`src/rtl/disp_pkg.sv`:
```
// Shared constants and leading-zero helper for the multiplexed 7-segment scanner.
package disp_pkg;

   localparam logic [3:0] BLANK_CODE = 4'hF;

   localparam int DEF_DIGITS   = 4;
   localparam int DEF_PRESCALE = 50000;
   localparam int DEF_DEADTIME = 4;
   localparam int MAX_DIGITS   = 16;

   // Bit k set when digits k..digits-1 are all zero; digit 0 is never flagged.
   function automatic logic [MAX_DIGITS-1:0] lz_mask(
      input logic [4*MAX_DIGITS-1:0] value,
      input int                      digits
   );
      logic [MAX_DIGITS-1:0] m;
      logic                  z;
      m = '0;
      z = 1'b1;
      for (int k = MAX_DIGITS - 1; k >= 1; k--) begin
         if (k < digits) begin
            z    = z & (value[4*k +: 4] == 4'h0);
            m[k] = z;
         end
      end
      return m;
   endfunction

endpackage

```
`src/rtl/display_scan_mux_scan_timer.sv`:
```
// Slot prescaler and digit index for the display scanner.
module scan_timer #(
   parameter int DIGITS   = 4,
   parameter int PRESCALE = 8
) (
   input  logic                        clk,
   input  logic                        rst,
   output logic [$clog2(PRESCALE)-1:0] cnt,
   output logic [$clog2(DIGITS)-1:0]   idx,
   output logic                        slot_end,
   output logic                        frame_end
);

   localparam int CW = $clog2(PRESCALE);
   localparam int IW = $clog2(DIGITS);

   assign slot_end  = (cnt == CW'(PRESCALE - 1));
   assign frame_end = slot_end && (idx == IW'(DIGITS - 1));

   always_ff @(posedge clk) begin
      if (rst) begin
         cnt <= '0;
         idx <= '0;
      end else if (slot_end) begin
         cnt <= '0;
         idx <= (idx == IW'(DIGITS - 1)) ? '0 : idx + 1'b1;
      end else begin
         cnt <= cnt + 1'b1;
      end
   end

endmodule

```
`src/rtl/display_scan_mux.sv`:
```
// Double-buffered multi-digit scanner with leading-zero blanking and anode dead-time.
module display_scan_mux
   import disp_pkg::*;
#(
   parameter int DIGITS   = DEF_DIGITS,
   parameter int PRESCALE = DEF_PRESCALE,
   parameter int DEADTIME = DEF_DEADTIME
) (
   input  logic [0:0]          clk,
   input  logic [0:0]          rst,
   input  logic [4*DIGITS-1:0] value_in,
   input  logic [0:0]          load,
   input  logic [0:0]          blank_lz,
   output logic [3:0]          digit_code,
   output logic [DIGITS-1:0]   an_n,
   output logic [0:0]          frame_tick,
   output logic [0:0]          load_pending
);

   localparam int CW = $clog2(PRESCALE);
   localparam int IW = $clog2(DIGITS);

   logic [CW-1:0]            cnt;
   logic [IW-1:0]            idx;
   logic                     slot_end;
   logic                     frame_end;

   logic [DIGITS-1:0][3:0]   disp;
   logic [DIGITS-1:0][3:0]   pend;
   logic [MAX_DIGITS-1:0]    lz_all;
   logic [DIGITS-1:0]        lz;
   logic [DIGITS-1:0]        an_next;
   logic [3:0]               code_next;

   scan_timer #(
      .DIGITS   (DIGITS),
      .PRESCALE (PRESCALE)
   ) u_timer (
      .clk       (clk),
      .rst       (rst),
      .cnt       (cnt),
      .idx       (idx),
      .slot_end  (slot_end),
      .frame_end (frame_end)
   );

   // Commit only at the frame boundary so a frame never mixes old and new digits.
   always_ff @(posedge clk) begin
      if (rst) begin
         disp         <= '0;
         pend         <= '0;
         load_pending <= 1'b0;
      end else if (frame_end) begin
         load_pending <= 1'b0;
         if (load) begin
            disp <= value_in;
         end else if (load_pending) begin
            disp <= pend;
         end
      end else if (load) begin
         pend         <= value_in;
         load_pending <= 1'b1;
      end
   end

   always_comb begin
      lz_all    = lz_mask((4*MAX_DIGITS)'(disp), DIGITS);
      lz        = lz_all[DIGITS-1:0];
      an_next   = '1;
      code_next = disp[idx];
      if (cnt >= CW'(DEADTIME)) begin
         an_next[idx] = 1'b0;
      end
      if (blank_lz && lz[idx]) begin
         code_next = BLANK_CODE;
      end
   end

   always_ff @(posedge clk) begin
      if (rst) begin
         an_n       <= '1;
         digit_code <= BLANK_CODE;
         frame_tick <= 1'b0;
      end else begin
         an_n       <= an_next;
         digit_code <= code_next;
         frame_tick <= frame_end;
      end
   end

endmodule

```
`config.mk`:
```
export PLATFORM = sky130hd
export DESIGN_NAME = display_scan_mux
export DESIGN_NICKNAME = d
export VERILOG_FILES = /design/src/rtl/disp_pkg.sv /design/src/rtl/display_scan_mux_scan_timer.sv /design/src/rtl/display_scan_mux.sv
export SDC_FILE = /design/constraint.sdc
export NUM_CORES = 1
export LEC_CHECK = 0
export ABC_CLOCK_PERIOD_IN_PS = 3300
export CAP_MARGIN = 20
export CORE_UTILIZATION = 50
export CTS_BUF_LIST = sky130_fd_sc_hd__clkbuf_2
export DETAILED_ROUTE_END_ITERATION = 7
export PLACE_DENSITY = 0.8
export SYNTH_ARGS = -nofsm -noshare
export SYNTH_HDL_FRONTEND = slang
export SYNTH_SLANG_ARGS = --single-unit
```
`constraint.sdc`:
```
create_clock -name clk -period 3.3 [get_ports clk]
set_clock_uncertainty 0.2 [all_clocks]
set_input_delay 0.495 -clock clk [delete_from_list [all_inputs] [get_ports clk]]
set_output_delay 0.495 -clock clk [all_outputs]
set_load 0.03 [all_outputs]
```
# Word level (Yosys, flattened, before mapping)
# Cells that the tools add are included.
[classes]
n_reduce_logical = 13
order_cmp = 3
mux = 9
n_eq_ne = 2
n_bitwise = 5
n_addsub = 2
[op_table]
columns = ["cell", "count"]
rows = [
  ["16-bit two-way mux", 2],
  ["16-bit by 1-bit adder with 16-bit output, second input constant", 1],
  ["16-bit == test, second input constant", 1],
  ["16-bit by 3-bit greater-or-equal comparator with 1-bit output, second input constant", 1],
  ["4-bit logical NOT", 3],
  ["4-bit binary-select mux with 2-bit select", 1],
  ["2-bit OR reduction", 4],
  ["4-bit two-way mux", 1],
  ["4-bit inverter", 1],
  ["2-bit AND reduction", 2],
  ["1-bit logical AND", 3],
  ["2-bit by 3-bit less-than comparator with 1-bit output, second input constant", 1],
  ["2-bit by 1-bit adder with 2-bit output, second input constant", 1],
  ["1-bit AND", 2],
  ["1-bit binary-select mux with 2-bit select", 1],
  ["1-bit demux with 2-bit select", 1],
  ["2-bit == test, second input constant", 1],
  ["2-bit by 1-bit greater-or-equal comparator with 1-bit output, second input constant", 1],
  ["1-bit two-way mux", 2],
  ["2-bit two-way mux", 1],
  ["1-bit inverter", 2],
  ["2-bit nonzero test", 1],
]
[totals]
input_bits = 20
register_bits = 60
wordCells = 48

# Longest topological paths before layout
# Gate-level depths: netlist of the first run.
[logic_depth]
ltp_word = 7
mapped_depth = 7
mapped_depth_nobuf = 5

# Modules after synthesis
# From an unflattened synthesis of the first run, not the netlist that was laid out.
[unflattened]
cells_unflattened = 277
area_unflattened_um2 = 2676.3
[modules_own_cells]
columns = ["mod", "instances", "seq_area_each_um2", "cells_per_inst", "area_each_um2"]
rows = [
  ["display_scan_mux", 1, 840.8, 187, 1844.3],
  ["scan_timer", 1, 360.3, 90, 832.0],
]

# Worst setup path after synthesis of the first run
# Ideal clock, no wire load.
[synth_timing]
path_kind = "register -> register"
from = "reg u_timer.cnt[4]"
to = "reg disp[0] (netlist name)"
required_time_ns = 2.968
arrival_ns = 1.966
slack_ns = 1.002
path_stages_with_launch = 7
n_path_buf = 2
period_less_slack_ns = 2.298
setup_ns = 0.132
path_cell_list = "dfxtp_1 > or4_4 > or4_4 > buf_6 > buf_2 > o31ai_1 > a21oi_1"
[synth_between]
elab_chain_len = 3
[synth_lines]
columns = ["element", "line", "text"]
rows = [
  ["start, declared", "display_scan_mux_scan_timer.sv:8", "output logic [$clog2(PRESCALE)-1:0] cnt,"],
  ["start signal, assigned", "display_scan_mux_scan_timer.sv:28", "cnt <= cnt + 1'b1;"],
  ["16-bit == test", "display_scan_mux_scan_timer.sv:17", "assign slot_end = (cnt == CW'(PRESCALE - 1));"],
  ["1-bit logical AND", "display_scan_mux_scan_timer.sv:18", "assign frame_end = slot_end && (idx == IW'(DIGITS - 1));"],
  ["2-bit AND reduction (no source line)", "--", ""],
  ["end signal, assigned", "display_scan_mux.sv:56", "disp <= value_in;"],
  ["end signal, assigned", "display_scan_mux.sv:58", "disp <= pend;"],
  ["end, declared", "display_scan_mux.sv:28", "logic [DIGITS-1:0][3:0] disp;"],
]
# No other way between the ends.
# A chain may end at the register's enable or synchronous reset.

# Worst setup path after layout of the first run
[layout_timing]
from = "reg u_timer.cnt[4]"
to = "reg u_timer.cnt[9]"
[layout_between]
elab_chain_len = 2
[layout_lines]
columns = ["element"]
rows = [
  ["branches (longest 2 deep; another with 16-bit by 1-bit adder with 16-bit output)"],
]
# Several ways; the timed one is not identified.

==> results of run 1 <==
layout make-up:
class / instances / area (sq um) / area share, %
Tap cell: 72 / 90.1 / 2.76
Timing Repair Buffer: 37 / 350 / 10.8
Clock inverter: 4 / 17.5 / 0.538
Clock buffer: 11 / 55.1 / 1.69
Sequential cell: 60 / 1200 / 36.9
Inverter: 13 / 48.8 / 1.50
Multi-Input combinational cell: 216 / 1500 / 45.9
cell usage in the layout (no fill, tap or decap), drive strengths merged, types with 3 or more instances in the layout:
master         instances
dfxtp                 60
nand2                 43
clkdlybuf4s50         29
a21oi                 22
nand4                 20
o31ai                 19
nor2                  18
mux2                  16
mux2i                 16
inv                   13
clkbuf                11
nand3                 10
buf                    8
or4                    8
xnor2                  6
ha                     6
xor2                   5
mux4                   4
nor3                   4
nor4                   4
o21ai                  4
clkinv                 4
and4                   3
path summary, 6_finish.rpt:
| check | start | to | slack [ns] | depth (start not counted) |
|---|---|---|---|---|
| max | u_timer.cnt[4] | u_timer.cnt[9] | 0.71 | 4 |
| min | pend[2] | pend[2] | 0.27 | 2 |
| max reg2reg | u_timer.cnt[4] | u_timer.cnt[9] | 0.71 | 4 |
| min reg2reg | pend[2] | pend[2] | 0.27 | 2 |
layer usage:
metal  vias up  share of wire (%)  track usage, %
met3         8                4.4            3.18
met5         -                  0               0
met2        67                 47            32.7
li1       1170                  -               -
met4         0                1.5            11.9
met1      1095                 47            27.2
critical path, delay by kind of cell (launching register included):
family / cells / cell delay [ns]
simple gates: 3 / 1.31
compound gates: 1 / 0.57
flops: 1 / 0.39
per-stage QoR:
step | instances | utilization [%] | setup WS (ns)
final | 413 | 59.2 | 0.710
after global routing | 413 | 59.2 | 0.576
after CTS | 413 | 59.2 | 0.680
after detailed placement | 398 | 57.9 | 0.696
after global placement | 398 | 57.9 | 0.789
after floorplan | 313 | - | 1.00
report_power, final:
group / leakage [nW] / switching (W) / internal (W)
combinational: 0.640 / 0.0000541 / 0.0000602
sequential: 0.489 / 0.0000107 / 0.000744
clock: 0.0566 / 0.000244 / 0.0000945
Yosys cell counts:
| master | count |
|---|---|
| a21oi_1 | 22 |
| nor2_1 | 18 |
| and2_1 | 1 |
| buf_6 | 1 |
| xnor2_1 | 6 |
| a311oi_1 | 1 |
| or3_1 | 1 |
| a41oi_1 | 1 |
| inv_1 | 13 |
| nor4_1 | 4 |
| nor3_1 | 4 |
| and4_1 | 3 |
| buf_2 | 4 |
| nand4_1 | 20 |
| nor2b_1 | 1 |
| o21ai_2 | 1 |
| buf_4 | 1 |
| xor2_1 | 5 |
| clkbuf_1 | 18 |
| o211ai_1 | 1 |
| ha_1 | 6 |
| nand2_1 | 43 |
| o21ai_1 | 1 |
| o21ai_0 | 2 |
| or2_0 | 1 |
| a31oi_2 | 1 |
| mux2_2 | 16 |
| nand3_1 | 10 |
| or4_4 | 2 |
| o31ai_1 | 19 |
| mux4_2 | 4 |
| or4_1 | 6 |
| mux2i_1 | 16 |
| dfxtp_1 | 60 |
logic make-up (layout without fill, tap and decap cells):
group / Yosys count / count (layout) / synth area share, %
xor gates and xnor gates: 11 / 11 / 3.39
buffers and inverters: 37 / 65 / 5.46
and+or+nand+nor: 114 / 114 / 20.0
AOI/OAI and AO/OA: 49 / 49 / 11.1
adders and majority gates: 6 / 6 / 2.64
DFF: 60 / 60 / 42.3
muxes: 36 / 36 / 15.2
state kept, by name, summed over array words and instances (netlist names):
register / cells
an_n: 4
u_timer.idx: 2
pend: 16
frame_tick: 1
digit_code: 4
load_pending: 1
u_timer.cnt: 16
disp: 16
==> run metrics, run 1 <==
diodes inserted=0; GP Congestion=0.825; most used cell, CP=or4_4; leading post-synthesis cells by cell area=dfxtp_1 (42%), mux2_2 (6.3%), nand2_1 (5.7%); Residual DRC=0; CTS tree=yes; Synth area leader=dfxtp_1; Pre-antenna DRT Iters=4; Layout fillers=491; via/cell ratio=5.67; HP Class=flip-flop to flip-flop; Area after DPL=0.00319 sq mm; final hold slack=0.267 ns; Core ar.=0.00551 sq mm; Via Count=2340; Post-CTS Setup Bufs=0; CP required=3.44 ns; Initial DRC Count=134; Synth-to-Final Area Change=14.7%; Die Y-Extent=77.4 um; warnings from Yosys=0; CP max FO=20; Final Hold Vio Count=0; wire per inst=13.8 um; die area=about 0.0060 sq mm; Clock Tree Root=clkbuf_2; max incr delay on CP=0.63 ns; unrepaired setup endpoints after global routing=no; post-route cell area=0.00326 sq mm; Cell Rows=27; Clock Path Buffers=2; Die W=77.4 um; status=completed; Net count, final=roughly 360; grt total ovfl=0; VDD IR max=0.185 mV; crit path DAT=2.73 ns; setup violators final=0; synthesized area per cell=9.07 sq um; Rel. slew slack=a little under a quarter; CTS Sinks=60; WS Path Type=flip-flop to flip-flop; dpl hpwl=3.92 mm; Ports=30; first-pass GRT wire length=9.92 mm; TritonCTS Buffers=9; Tmin final=between 2 and 3 ns; Syn Nets=339; Yosys top cell area share=a little over two fifths; clk_lat worst skew=~0.46 ns; post-cts resize count=0; Synth Register Bits=60; Least-Margin Pin Slew=between 1 and 1.5 ns; worst-path cell chain=or4_4 > or4_4 > o21ai_2 > nor2_1; clk slew on worst S/H paths=0.14 ns; Post-Synthesis Cells=between 300 and 400; total power=0.00121 W; slowest CP cell=or4_4; final setup TNS=0 ns; crit path capture type=flip-flop; IO Port Bufs=29; sequential element share of the synthesized area=42.3%; initial antenna violation count=0; Cell Pwr Density=371 mW/mm^2; final worst path period share=~78%; H-tree Lvls=3; post-synthesis cell type count=34; number of global-route vias before repair=2205; Syn Std Cell Area=roughly 0.0028 sq mm; critical path launch point type=flip-flop; Tot GR Track Use=a little over a fifth; DRT antenna net count=0; pin count of the biggest net entering global routing=22; CTS hold repair buffers=0; initial core utilization=51.6%; Leak=1.19 nW; Achievable Freq=just under 400 MHz; Max-Cap Viols=0; Final Max Slew Viols=0; Total Wirelength=5.71 mm; layout cells sized above 1=between 10% and 20%
(Power assumes the default switching activity.)
==> run 2: changes to the inputs <==
--- a/config.mk
+++ b/config.mk
@@ -5,12 +5,12 @@
 export SDC_FILE = /design/constraint.sdc
 export NUM_CORES = 1
 export LEC_CHECK = 0
-export ABC_CLOCK_PERIOD_IN_PS = 3300
+export ABC_CLOCK_PERIOD_IN_PS = 2200
 export CAP_MARGIN = 20
 export CORE_UTILIZATION = 50
 export CTS_BUF_LIST = sky130_fd_sc_hd__clkbuf_2
 export DETAILED_ROUTE_END_ITERATION = 7
-export PLACE_DENSITY = 0.8
+export PLACE_DENSITY = 0.83
 export SYNTH_ARGS = -nofsm -noshare
 export SYNTH_HDL_FRONTEND = slang
 export SYNTH_SLANG_ARGS = --single-unit
==> constraint.sdc (replaced) <==
create_clock -name clk -period 2.2 [get_ports clk]
set_clock_uncertainty 0.2 [all_clocks]
set_input_delay 0.33 -clock clk [delete_from_list [all_inputs] [get_ports clk]]
set_output_delay 0.33 -clock clk [all_outputs]
set_load 0.03 [all_outputs]
==> run 2 against run 1 <==
Against the previous run:
- the flow now finishes with violations (setup timing)
- die area unchanged
- clock power increased by 93%
- sequential power is 50% higher
- combinational power is 68% higher
- sequential share of layout area decreased by 3.0 points
- first-iteration DRC count grew 53%
- largest power group unchanged
==> run metrics, run 2 (same netlist as run 1, synthesis figures left out) <==
status=finished with violations; failing checks=setup timing; logic gate share of total power=9.7%; critical path launch point type=flip-flop; IO Port Bufs=29; wire per inst=14.9 um; Least-Margin Pin Slew=0.460 ns; Internal=between 0.001 and 0.0015 W; clk slew on worst S/H paths=0.17 ns; number of global-route vias before repair=around 2.3k; Flop pwr share=57.2%; DRT antenna net count=0; Leak=about 1.3 nW; WS Path Type=flip-flop to flip-flop; most frequent cells in the layout=dfxtp_1 (58), nand2_1 (43), clkdlybuf4s50_1 (28), buf_4 (23), a21oi_1 (22); unrepaired setup endpoints after global routing=yes; Die W=77.4 um; CP startpoint=u_timer.cnt[12]; multi-input logic area=0.00156 sq mm; r2r startpoint=u_timer.cnt[12]; initial antenna violation count=0; CP max FO=3; setup violators final=24; crit path DAT=around 2.5 ns; Clock Tree Root=clkbuf_2; Clock Path Buffers=2; max incr delay on CP=around 0.55 ns; most used cell, CP=or4_4; Ports=30; Clk pwr share=33.1%; Pre-antenna DRT Iters=4; TritonCTS Buffers=9; die area=0.00599 sq mm; via/cell ratio=5.63; Initial DRC Count=205; Critical R2R Capture=u_timer.idx[0]; crit path capture type=flip-flop; final hold slack=about 0.19 ns; CTS tree=yes; slowest CP cell=or4_4; initial core utilization=51.6%; Residual DRC=0; Die Y-Extent=approximately 77 um; pre-CTS WS=-0.106 ns; Layout fillers=434; CP required=~2.4 ns; Via Count=around 2.4k; final worst path period share=104%; grt total ovfl=0; dpl hpwl=4.22 mm; worst reg2reg setup slack=-0.09 ns; Synth-to-Final Area Change=25.1%; Achievable Freq=~440 MHz; Cell Pwr Density=557 mW/mm^2; Cell Rows=27; pin count of the biggest net entering global routing=22; Rel. slew slack=69.3%; Tmin final=2.29 ns; Sw Ratio=25.5%; Max-Cap Viols=0; H-tree Lvls=3; commonest non-fill, non-tap cell in the layout=dfxtp_1; Psw=between 0.0005 and 0.0006 W; VDD IR max=between 0.3 and 0.4 mV; Net count, final=382; CTS Sinks=60; clk_lat worst skew=0.49 ns; HP Class=primary input to flip-flop; layout cells sized above 1=21.9%; Total Wirelength=~6.4 mm; Top Registers=disp (16), pend (16), u_timer.cnt (16); Final Hold Vio Count=0; Worst Setup EP=u_timer.idx[0]; Core ar.=0.00551 sq mm; r2r worst-path depth=4; first-pass GRT wire length=roughly 11 mm; diodes inserted=0; setup slack after layout=-0.0923 ns; Final Max Slew Viols=0; Reg area=between 0.001 and 0.0015 sq mm; worst-path cell chain=or4_4 > or4_4 > or4_4 > a21oi_1; Tot GR Track Use=22.6%; GP Congestion=approximately 0.9
==> run 2: metal layers <==
metal | track usage (%) | vias to the layer above | share of wire [%]
li1 | - | 1206 | -
met1 | 29.7 | 1154 | 46
met2 | 35.7 | 66 | 47
met3 | 6.00 | 10 | 4.2
met4 | 8.11 | 0 | 2.0
met5 | 0 | - | 0
==> run 2: critical path, delay by kind of cell (launching register included) <==
kind            cells  cell delay (ns)
compound gates      1             0.12
flops               1             0.35
simple gates        3             1.58
==> run 2: stage by stage <==
stage / instances / total power (W) / utilization (%) / setup TNS (ns) / instance area [sq um]
2_1_floorplan: 313 / 0.00126 / - / -0.218 / 2860
3_3_place_gp: 413 / 0.00133 / 60.5 / -0.512 / 3330
3_5_place_dp: 413 / 0.00134 / 60.5 / -1.34 / 3330
4_1_cts: 430 / 0.00198 / 62.8 / -0.604 / 3460
5_1_grt: 433 / 0.00206 / 64.5 / -3.21 / 3550
6_report: 433 / 0.00198 / 64.5 / -0.696 / 3550
==> run 2: area by class of cell <==
type	count	share of cell area, %
Multi-Input combinational cell	216	44.0
Clock buffer	10	1.41
Clock inverter	6	1.55
Inverter	13	1.37
Tap cell	72	2.54
Sequential cell	60	33.9
Timing Repair Buffer	56	15.2
==> run 2: worst min-delay path by stage <==
stage                   startpoint        endpoint  slack, ns  depth (start not counted)
finish                 value_in[0]         pend[0]       0.19                          3
global route           value_in[9]         pend[9]       0.18                          3
CTS                    value_in[0]         pend[0]       0.16                          3
detailed placement        pend[13]        pend[13]       0.25                          2
global placement           pend[2]         pend[2]       0.24                          2
floorplan           u_timer.cnt[0]  u_timer.cnt[0]       0.23                          1
==> run 2: power groups by stage <==
| stage | clock network [W] | registers, W | logic [W] |
|---|---|---|---|
| 2_1_floorplan | 0 | 0.00116 | 0.0000957 |
| 3_3_place_gp | 0 | 0.00115 | 0.000179 |
| 3_5_place_dp | 0 | 0.00115 | 0.000183 |
| 4_1_cts | 0.000665 | 0.00113 | 0.000185 |
| 5_1_grt | 0.000718 | 0.00114 | 0.000209 |
| 6_report | 0.000655 | 0.00113 | 0.000192 |
==> run 2: timing repair <==
item | 4_1_cts | 5_1_grt
hold buffers | 0 | 0
gates cloned | 0 | 1
pin swaps | 1 | 1
setup buffers | 1 | 1
resized for setup | 3 | 11
setup endpoints to repair | 17 | 35
hold endpoints to repair | 0 | 0
==> run 3: changes to the inputs <==
--- a/config.mk
+++ b/config.mk
@@ -5,12 +5,15 @@
 export SDC_FILE = /design/constraint.sdc
 export NUM_CORES = 1
 export LEC_CHECK = 0
+export ABC_AREA = 0
 export ABC_CLOCK_PERIOD_IN_PS = 2200
 export CAP_MARGIN = 20
+export CORE_MARGIN = 2
 export CORE_UTILIZATION = 50
 export CTS_BUF_LIST = sky130_fd_sc_hd__clkbuf_2
 export DETAILED_ROUTE_END_ITERATION = 7
-export PLACE_DENSITY = 0.83
+export DONT_BUFFER_PORTS = 1
+export PLACE_DENSITY = 0.76
 export SYNTH_ARGS = -nofsm -noshare
 export SYNTH_HDL_FRONTEND = slang
 export SYNTH_SLANG_ARGS = --single-unit
==> run 3 against run 2 <==
Against the previous run:
- the flow finishes with violations (hold timing, setup timing)
- total power shrank 9.1%
- register-to-register slack gained 0.02 ns
- worst hold slack lost 0.51 ns
- non-clock buffer count shrank 13
- clock-buffer cell count is the same
- die area grew 5.2%
- largest cell class unchanged
- sequential power is essentially flat
- cell count shrank 3.5%
- fmax grew 0.80%
- core utilization shrank 3.2 points
- global-route usage shrank 0.94 points
==> run metrics, run 3 (same netlist as run 1, synthesis figures left out) <==
Final Hold Vio Count=23; Net count, final=369; final worst path period share=103%; Critical R2R Capture=u_timer.idx[0]; Top Registers=disp (16), pend (16), u_timer.cnt (16); Residual DRC=0; r2r worst-path depth=4; pre-CTS WS=-0.114 ns; worst reg2reg setup slack=-0.07 ns; Clock Tree Root=clkbuf_2; diodes inserted=0; TritonCTS Buffers=9; most frequent cells in the layout=dfxtp_1 (58), nand2_1 (43), a21oi_1 (22), dlygate4sd3_1 (21), nand4_1 (20); unrepaired setup endpoints after global routing=yes; Worst Hold End=disp[7]; Cell Rows=27; Pre-antenna DRT Iters=4; Max-Cap Viols=0; r2r startpoint=u_timer.cnt[12]; final hold slack=-0.318 ns; Tot GR Track Use=21.7%; first-pass GRT wire length=10.6 mm; Total Wirelength=6.13 mm; H-tree Lvls=3; Reg area=0.00120 sq mm; Initial DRC Count=97; CP required=approximately 2.4 ns; Least-Margin Pin Slew=approximately 0.48 ns; status=finished with violations; clk slew on worst S/H paths=0.18 ns; IO Port Bufs=0; Post-Layout Cell Count=418; pin count of the biggest net entering global routing=26; Die Y-Extent=79.4 um; initial core utilization=between 50 and 60%; wire per inst=14.7 um; CTS hold repair buffers=21; Final Max Slew Viols=0; via/cell ratio=between 5 and 6; CP max FO=3; critical path launch point type=flip-flop; Die W=79.4 um; multi-input logic area=between 0.0015 and 0.002 sq mm; CTS tree=yes; CTS Sinks=60; Ports=30; commonest non-fill, non-tap cell in the layout=dfxtp_1; Layout fillers=around 450; DRT antenna net count=0; Leak=1.26 nW; Rel. slew slack=67.7%; Achievable Freq=440 MHz; initial antenna violation count=0; final setup TNS=-0.398 ns; Synth-to-Final Area Change=18.9%; number of global-route vias before repair=~2.3k; dpl hpwl=4.14 mm; die area=approximately 0.0063 sq mm; VDD IR max=0.298 mV; grt total ovfl=0; setup slack after layout=-0.0741 ns; HP Class=primary input to flip-flop; cell total after placement=381; failing checks=hold timing, setup timing; Via Count=2382; Tmin final=2.27 ns; hold wc startpoint=rst; Clock Path Buffers=2; Core ar.=~0.0055 sq mm; clk_lat worst skew=0.49 ns; WS Path Type=flip-flop to flip-flop; GP Congestion=around 0.85; setup violators final=9; crit path capture type=flip-flop; crit path DAT=approximately 2.5 ns; Hold Path Depth=1; layout cells sized above 1=roughly a fifth; Cell Pwr Density=533 mW/mm^2
-- run 3: worst max-delay path, cell delays in order, from the launching register on --
cell and delay, ns:
dfxtp_2 0.35, or4_4 0.53, or4_4 0.53, or4_1 0.48
a21oi_1 0.13
-- run 3: final cells by class --
| class | count | area share [%] |
|---|---|---|
| Inverter | 13 | 1.45 |
| Timing Repair Buffer | 43 | 12.3 |
| Clock buffer | 10 | 1.48 |
| Multi-Input combinational cell | 216 | 45.8 |
| Tap cell | 72 | 2.67 |
| Clock inverter | 4 | 0.556 |
| Sequential cell | 60 | 35.7 |
-- run 3: stage by stage --
| stage | util [%] | instance area (sq um) | hold WS (ns) | total power [W] |
|---|---|---|---|---|
| 2_1_floorplan | - | 2860 | 0.230 | 0.00126 |
| 3_3_place_gp | 55.1 | 3030 | 0.204 | 0.00127 |
| 3_5_place_dp | 55.1 | 3030 | 0.205 | 0.00128 |
| 4_1_cts | 60.4 | 3320 | -0.342 | 0.00181 |
| 5_1_grt | 61.3 | 3380 | -0.354 | 0.00188 |
| 6_report | 61.3 | 3380 | -0.318 | 0.00180 |
-- run 3: repair_timing --
action	4_1_cts	5_1_grt
pin swaps	1	0
hold endpoints to repair	44	23
setup endpoints to repair	17	33
gates resized for setup	1	10
buffers inserted	1	0
-- run 3: worst max-delay path by stage --
stage                    startpoint              to  slack, ns  cells after the start
floorplan           u_timer.cnt[12]         disp[0]      -0.03                      6
global placement    u_timer.cnt[12]        disp[11]      -0.04                      5
detailed placement  u_timer.cnt[12]        disp[14]      -0.11                      5
CTS                 u_timer.cnt[12]  u_timer.idx[0]      -0.06                      4
global route        u_timer.cnt[12]  u_timer.idx[0]      -0.11                      4
finish              u_timer.cnt[12]  u_timer.idx[0]      -0.07                      4
-- run 3: per-layer routing --
layer / track usage, % / part of all wire, %
met1: 28.4 / 48
met2: 33.6 / 46
met3: 4.75 / 4.1
met4: 10.9 / 1.8
met5: 0 / 0
-- run 3: power by group --
part           internal (W)  switching, W  total [W]
clock              0.000132      0.000382   0.000514
sequential          0.00112     0.0000278    0.00114
combinational     0.0000835     0.0000578   0.000141
total               0.00133      0.000468    0.00180
